File: src/rtl/pic24_icsp_target.sv
// pic24_icsp_target: PIC24 ICSP target-side serial engine.
// Synchronizes the programmer's PGC/PGD/MCLR pins into clk, then decodes
// 4-bit commands.
//   0000 -> SIX: receives a 24-bit instruction into instr and pulses instr_valid.
//   0001 -> REGOUT: 8 pad clocks, then 16 data bits of visi_in driven back on PGD.
//   other -> 24 clocks are discarded and cmd_err is pulsed.
// All serial fields are LSB first.
// Optional feature: define PIC24_TGT_TIMEOUT_EN to abort a frame after
// TIMEOUT_CYCLES clk cycles without a PGC edge.
//
// state | meaning
// IDLE  | MCLRn held low, ICSP logic parked
// CMD   | shifting in the 4-bit command
// SIX   | shifting in the 24-bit instruction payload
// PAD   | 8 turnaround clocks before REGOUT data
// OUT   | driving 16 VISI bits on PGD
// SKIP  | discarding 24 clocks after an unknown command
module pic24_icsp_target #(
    parameter int SYNC_STAGES    = 2,
    parameter int TIMEOUT_CYCLES = 4096
) (
    input  logic        clk,
    input  logic        rstn,
    input  logic        MCLRn,
    input  logic        PGCx,
    input  logic        PGDx_in,
    output logic        PGDx_out,
    output logic        PGDx_oe,
    output logic [23:0] instr,
    output logic        instr_valid,
    input  logic [15:0] visi_in,
    output logic        visi_rd,
    output logic        cmd_err
);

    typedef enum logic [2:0] {
        ST_IDLE = 3'd0,
        ST_CMD  = 3'd1,
        ST_SIX  = 3'd2,
        ST_PAD  = 3'd3,
        ST_OUT  = 3'd4,
        ST_SKIP = 3'd5
    } state_t;

    logic [SYNC_STAGES-1:0] r_pgc_sync;
    logic [SYNC_STAGES-1:0] r_pgd_sync;
    logic [SYNC_STAGES-1:0] r_mclr_sync;
    logic                   r_pgc_d;

    logic w_pgc_s;
    logic w_pgd_s;
    logic w_mclr_s;
    logic w_pgc_rise;
    logic w_pgc_fall;
    logic w_idle_tc;

    state_t      r_state;
    logic [4:0]  r_bit_cnt;
    logic [2:0]  r_cmd;
    logic [22:0] r_six;
    logic [15:0] r_visi;

    logic [3:0]  w_cmd_next;
    logic [23:0] w_six_next;

    // Pin synchronizers; reset clears them so MCLRn reads as asserted (low).
    always_ff @(posedge clk or negedge rstn) begin
        if (!rstn) begin
            r_pgc_sync  <= '0;
            r_pgd_sync  <= '0;
            r_mclr_sync <= '0;
            r_pgc_d     <= 1'b0;
        end else begin
            r_pgc_sync  <= (r_pgc_sync << 1) | SYNC_STAGES'(PGCx);
            r_pgd_sync  <= (r_pgd_sync << 1) | SYNC_STAGES'(PGDx_in);
            r_mclr_sync <= (r_mclr_sync << 1) | SYNC_STAGES'(MCLRn);
            r_pgc_d     <= r_pgc_sync[SYNC_STAGES-1];
        end
    end

    assign w_pgc_s    = r_pgc_sync[SYNC_STAGES-1];
    assign w_pgd_s    = r_pgd_sync[SYNC_STAGES-1];
    assign w_mclr_s   = r_mclr_sync[SYNC_STAGES-1];
    assign w_pgc_rise = w_pgc_s & ~r_pgc_d;
    assign w_pgc_fall = ~w_pgc_s & r_pgc_d;

    // Next shift values; LSB arrives first so new bits enter at the top.
    assign w_cmd_next = {w_pgd_s, r_cmd};
    assign w_six_next = {w_pgd_s, r_six};

`ifdef PIC24_TGT_TIMEOUT_EN
    localparam int TW = (TIMEOUT_CYCLES > 1) ? $clog2(TIMEOUT_CYCLES + 1) : 1;

    logic [TW-1:0] r_idle_cnt;

    // Idle down-counter: reloads in IDLE, on any PGC edge and after firing.
    always_ff @(posedge clk or negedge rstn) begin
        if (!rstn) begin
            r_idle_cnt <= TW'(TIMEOUT_CYCLES - 1);
        end else if ((r_state == ST_IDLE) || w_pgc_rise || w_pgc_fall || w_idle_tc) begin
            r_idle_cnt <= TW'(TIMEOUT_CYCLES - 1);
        end else begin
            r_idle_cnt <= r_idle_cnt - 1'b1;
        end
    end

    assign w_idle_tc = (r_idle_cnt == '0) && (r_state != ST_IDLE) && !w_pgc_rise && !w_pgc_fall;
`else
    // Timeout disabled: the terminal count is constant-false.
    assign w_idle_tc = (TIMEOUT_CYCLES < 0);
`endif

    // Protocol FSM with registered outputs; MCLRn low overrides everything.
    always_ff @(posedge clk or negedge rstn) begin
        if (!rstn) begin
            r_state     <= ST_IDLE;
            r_bit_cnt   <= '0;
            r_cmd       <= '0;
            r_six       <= '0;
            r_visi      <= '0;
            instr       <= '0;
            instr_valid <= 1'b0;
            visi_rd     <= 1'b0;
            cmd_err     <= 1'b0;
            PGDx_out    <= 1'b0;
            PGDx_oe     <= 1'b0;
        end else begin
            instr_valid <= 1'b0;
            visi_rd     <= 1'b0;
            cmd_err     <= 1'b0;
            if (!w_mclr_s) begin
                r_state   <= ST_IDLE;
                r_bit_cnt <= '0;
                PGDx_oe   <= 1'b0;
                PGDx_out  <= 1'b0;
            end else if (w_idle_tc) begin
                r_state   <= ST_CMD;
                r_bit_cnt <= '0;
                PGDx_oe   <= 1'b0;
                PGDx_out  <= 1'b0;
                cmd_err   <= 1'b1;
            end else begin
                case (r_state)
                    ST_IDLE: begin
                        r_state   <= ST_CMD;
                        r_bit_cnt <= '0;
                    end
                    ST_CMD: begin
                        if (w_pgc_fall) begin
                            r_cmd <= w_cmd_next[3:1];
                            if (r_bit_cnt == 5'd3) begin
                                r_bit_cnt <= '0;
                                case (w_cmd_next)
                                    4'b0000: r_state <= ST_SIX;
                                    4'b0001: r_state <= ST_PAD;
                                    default: begin
                                        r_state <= ST_SKIP;
                                        cmd_err <= 1'b1;
                                    end
                                endcase
                            end else begin
                                r_bit_cnt <= r_bit_cnt + 5'd1;
                            end
                        end
                    end
                    ST_SIX: begin
                        if (w_pgc_fall) begin
                            r_six <= w_six_next[23:1];
                            if (r_bit_cnt == 5'd23) begin
                                instr       <= w_six_next;
                                instr_valid <= 1'b1;
                                r_state     <= ST_CMD;
                                r_bit_cnt   <= '0;
                            end else begin
                                r_bit_cnt <= r_bit_cnt + 5'd1;
                            end
                        end
                    end
                    ST_PAD: begin
                        if (w_pgc_fall) begin
                            if (r_bit_cnt == 5'd7) begin
                                r_visi    <= visi_in;
                                visi_rd   <= 1'b1;
                                r_state   <= ST_OUT;
                                r_bit_cnt <= '0;
                            end else begin
                                r_bit_cnt <= r_bit_cnt + 5'd1;
                            end
                        end
                    end
                    ST_OUT: begin
                        if (w_pgc_rise) begin
                            PGDx_oe  <= 1'b1;
                            PGDx_out <= r_visi[0];
                            r_visi   <= {1'b0, r_visi[15:1]};
                        end else if (w_pgc_fall) begin
                            if (r_bit_cnt == 5'd15) begin
                                PGDx_oe   <= 1'b0;
                                PGDx_out  <= 1'b0;
                                r_state   <= ST_CMD;
                                r_bit_cnt <= '0;
                            end else begin
                                r_bit_cnt <= r_bit_cnt + 5'd1;
                            end
                        end
                    end
                    ST_SKIP: begin
                        if (w_pgc_fall) begin
                            if (r_bit_cnt == 5'd23) begin
                                r_state   <= ST_CMD;
                                r_bit_cnt <= '0;
                            end else begin
                                r_bit_cnt <= r_bit_cnt + 5'd1;
                            end
                        end
                    end
                    default: begin
                        r_state   <= ST_IDLE;
                        r_bit_cnt <= '0;
                    end
                endcase
            end
        end
    end

endmodule
File: config.mk
export PLATFORM = sky130hd
export DESIGN_NAME = pic24_icsp_target
export DESIGN_NICKNAME = d
export VERILOG_FILES = /design/src/rtl/pic24_icsp_target.sv
export SDC_FILE = /design/constraint.sdc
export NUM_CORES = 1
export LEC_CHECK = 0
export BUFFER_PORTS_ARGS = -buffer_cell sky130_fd_sc_hd__buf_2
export CELL_PAD_IN_SITES_DETAIL_PLACEMENT = 1
export CELL_PAD_IN_SITES_GLOBAL_PLACEMENT = 1
export CORE_MARGIN = 2
export CORE_UTILIZATION = 50
export DETAILED_ROUTE_END_ITERATION = 6
export GPL_ROUTABILITY_DRIVEN = 0
export GPL_TIMING_DRIVEN = 0
export PLACE_DENSITY_LB_ADDON = 0.2
export SLEW_MARGIN = 40
export SYNTH_ARGS = -nofsm -noshare
export SYNTH_HDL_FRONTEND = slang
export SYNTH_SLANG_ARGS = --single-unit
File: constraint.sdc
create_clock -name clk -period 5.3 [get_ports clk]
set_clock_uncertainty 0.05 [all_clocks]
set_input_delay 0.795 -clock clk [delete_from_list [all_inputs] [get_ports clk]]
set_output_delay 0.795 -clock clk [all_outputs]
set_load 0.02 [all_outputs]
==> metrics.log <==
INFO  metric cts-buffers-inserted = 9
INFO  metric synth.cell_area = 0.00365 sq mm
INFO  metric clk_transition_reported_paths = 90 ps
INFO  metric initial_standard_cell_utilization_of_the_core = 50.9%
INFO  metric preCtsSetupSlack = 2990 ps
INFO  metric worst-endpoint-required = 5480 ps
INFO  metric wl_per_cell = 16.5 um
INFO  metric cts.path.max_buffers = 2
INFO  metric dieWidth = 89.5 um
INFO  metric final_period_utilization = 44.2%
INFO  metric timing.critical_path.to_type = register
INFO  metric cts_sinks = between 80 and 90
INFO  metric cts_hold_repair.buffers = 0
INFO  metric vias_per_cell = 5.38
INFO  metric layout_commonest_cell = sky130_fd_sc_hd__dfrtp_1
INFO  metric die_area = 0.00800 sq mm
INFO  metric buffer_ports.inserted = a little under 50
INFO  metric cts_root_buffer = sky130_fd_sc_hd__clkbuf_8
INFO  metric timing.critical_path.arrival = 2530 ps
INFO  metric critical_path.slowest_cell = sky130_fd_sc_hd__or4_1
INFO  metric placedCellCount = 430
INFO  metric setup_repair_after_global_routing_missed_its_margin = no
INFO  metric final_critical_path_setup_slack = 2960 ps
INFO  metric via_count = 2400
INFO  metric timing.final.setup_violations = 0
INFO  metric synth_fp_nets = around 300
INFO  metric setup.worst_path.start_class = register
INFO  metric track_usage = about a fifth
INFO  metric boundaryPins = 50
INFO  metric worst_slew_margin_rel = 58.3%
INFO  metric clkLatencyLatePin = 350 ps
INFO  metric detail_route.iter0.violations = 100
INFO  metric synthesis.area_per_instance = between 10 and 15 sq um
INFO  metric critical_path_peak_fanout = 10
INFO  metric grt_overflow = 0
INFO  metric tritoncts = yes
INFO  metric dp_hpwl = about 5.1 mm
INFO  metric yosysSeqAreaShare = 58.9%
INFO  metric report.final.hold_viol_count = 0
INFO  metric power_density = about 310 mW/mm^2
INFO  metric cap_viol_max_count = 0
INFO  metric core = 0.00718 sq mm
INFO  metric worst_path_largest_cell_delay = 520 ps
INFO  metric detailedRoute.firstPassIterationCount = 4
INFO  metric synth_seq_cells = 86
INFO  metric antenna_violations_before_repair = 0
INFO  metric peak_vdd_ir = approximately 0.18 mV
INFO  metric yosys_warnings = 0
INFO  metric final_cells = 446
INFO  metric first_pass_grt_wire_length = 12.0 mm
INFO  metric filler_cell_count = 762
INFO  metric period_needed = between 2000 and 2500 ps
INFO  metric cts_max_level = 3
INFO  metric placementRows = 31
INFO  metric layout-drive-gt1-share = 25.9%
INFO  metric timing.final.max_slew_violations = 0
INFO  metric routed_wl = 7.35 mm
INFO  metric netlist.area_leader.share = between 50% and 60%
INFO  metric worst-setup-path-type = register to register
INFO  metric run_status = completed
INFO  metric layout-area-overhead-vs-synth = 16.7%
INFO  metric cp_num_buf_inv = 2
INFO  metric post_synth_inst_count = 281
INFO  metric first_global_vias = between 2000 and 2500
INFO  metric floorplan.die.height = 89.5 um
INFO  metric worst_hold_path_type = input pin to async pin
INFO  metric timing.fmax = 427 MHz
INFO  metric postCtsResizedCells = 0
INFO  metric yosysTopAreaCell = sky130_fd_sc_hd__dfrtp_1
INFO  metric drtAntennaViolNets = 0
INFO  metric post_synth_main_area_contributors = sky130_fd_sc_hd__dfrtp_1, sky130_fd_sc_hd__mux2_1, sky130_fd_sc_hd__mux2i_1
INFO  metric layout.nets = 366
INFO  metric path_delay_family = simple AND/OR/NAND/NOR gates
INFO  metric antenna_cells_inserted = 0
INFO  metric worst_pin_slew = 616 ps
INFO  metric commonest_non_fill_non_tap_cells_in_the_layout = sky130_fd_sc_hd__dfrtp_1, sky130_fd_sc_hd__buf_2, sky130_fd_sc_hd__mux2_1, sky130_fd_sc_hd__nand2_1, sky130_fd_sc_hd__o21ai_1
INFO  metric tns = 0 ps
INFO  metric crit_path_cell_trace = nand2b_1 -> or4_1 -> buf_2 -> nor2_4 -> buf_4 -> mux2_1
INFO  metric route.detailed.drc = 0
INFO  metric synth_cell_type_count = 51
INFO  metric maximum_number_of_pins_on_one_net_before_global_route_repair = 53
INFO  metric p_leak = approximately 2.2 nW
INFO  metric setup_fix_bufs_post_cts = 0
INFO  metric total_power = 0.00131 W
## kinds of logic (layout without fill, tap and decap cells)
logic type	Yosys count	count (layout)	share of synthesized area, %
buf+inv	20	86	3.26
flops	86	86	58.9
mux	65	65	19.5
compound gates	42	42	7.33
fa+ha+maj	3	3	1.03
simple gates	65	65	9.90
## cell type report
cell class | count | area [sq um] | area share [%]
repair buffers | 50 | 279 | 6.55
plain buffers | 16 | 101 | 2.38
multi-input cells | 175 | 1380 | 32.4
clock inverters | 7 | 81.3 | 1.91
clock buffers | 9 | 124 | 2.91
well taps | 99 | 124 | 2.91
flip-flops and latches | 86 | 2150 | 50.5
inverters | 4 | 17.5 | 0.411
## Yosys cell counts (all sizes together)
cell type,n
dfrtp,86
mux2,50
nand2,23
o21ai,20
mux2i,15
buf,11
a21oi,9
nand3,9
nor2,6
clkbuf,5
inv,4
and3,3
ha,3
nor3,3
nor4,3
o22ai,3
or3,3
nand4,2
nor4b,2
o2111ai,2
o31ai,2
or4,2
a22o,1
a31o,1
a31oi,1
and2,1
and2b,1
nand2b,1
nand4b,1
nor2b,1
nor3b,1
o211ai,1
o21a,1
o221ai,1
or2b,1
or3b,1
or4b,1
## worst paths after layout
| kind | startpoint | end | slack [ps] | cells past startpoint |
|---|---|---|---|---|
| setup / recovery | r_pgc_sync[1]$_DFF_PN0_ | instr[22]$_DFFE_PN0P_ | 2960 | 6 |
| hold / removal | rstn | r_visi[12]$_DFFE_PN0P_ | 270 | 1 |
| setup reg to reg | r_pgc_sync[1]$_DFF_PN0_ | instr[22]$_DFFE_PN0P_ | 2960 | 6 |
| hold reg to reg | r_pgd_sync[0]$_DFF_PN0_ | r_pgd_sync[1]$_DFF_PN0_ | 320 | 0 |
| max in group asynchronous | rstn | instr[3]$_DFFE_PN0P_ | 4370 | 2 |
| min in group clk | r_pgd_sync[0]$_DFF_PN0_ | r_pgd_sync[1]$_DFF_PN0_ | 320 | 0 |
## per-stage QoR
| stage | hold WS [ps] | util (%) | area [sq um] |
|---|---|---|---|
| 2_1_floorplan | 281 | - | 3650 |
| 3_3_place_gp | 289 | 56.0 | 4020 |
| 3_5_place_dp | 294 | 56.5 | 4050 |
| 4_1_cts | 269 | 59.4 | 4260 |
| 5_1_grt | 272 | 59.4 | 4260 |
| 6_report | 274 | 59.4 | 4260 |
## report_power, final
part           internal, W  switching [W]  total [W]  leakage (nW)
Clock             0.000223       0.000246   0.000470        0.0940
Sequential        0.000694      0.0000261   0.000720          1.11
Combinational    0.0000544      0.0000666   0.000121         0.960
## sequential cells by signal (all words and copies together) (netlist names), 2 cells and up
| name | count |
|---|---|
| r_six | 23 |
| r_pgd_sync | 2 |
| r_pgc_sync | 2 |
| r_mclr_sync | 2 |
| r_bit_cnt | 5 |
| r_state | 3 |
| r_cmd | 3 |
| instr | 24 |
| r_visi | 16 |
## layer usage
layer	vias to the layer above	global-route usage [%]	share of wire, %
li1	1130	-	-
met1	1223	26.2	45
met2	40	32.3	50
met3	7	5.82	3.5
met4	0	5.97	1.1
met5	-	0	0
No activity file was read; power rests on OpenSTA's default activity.
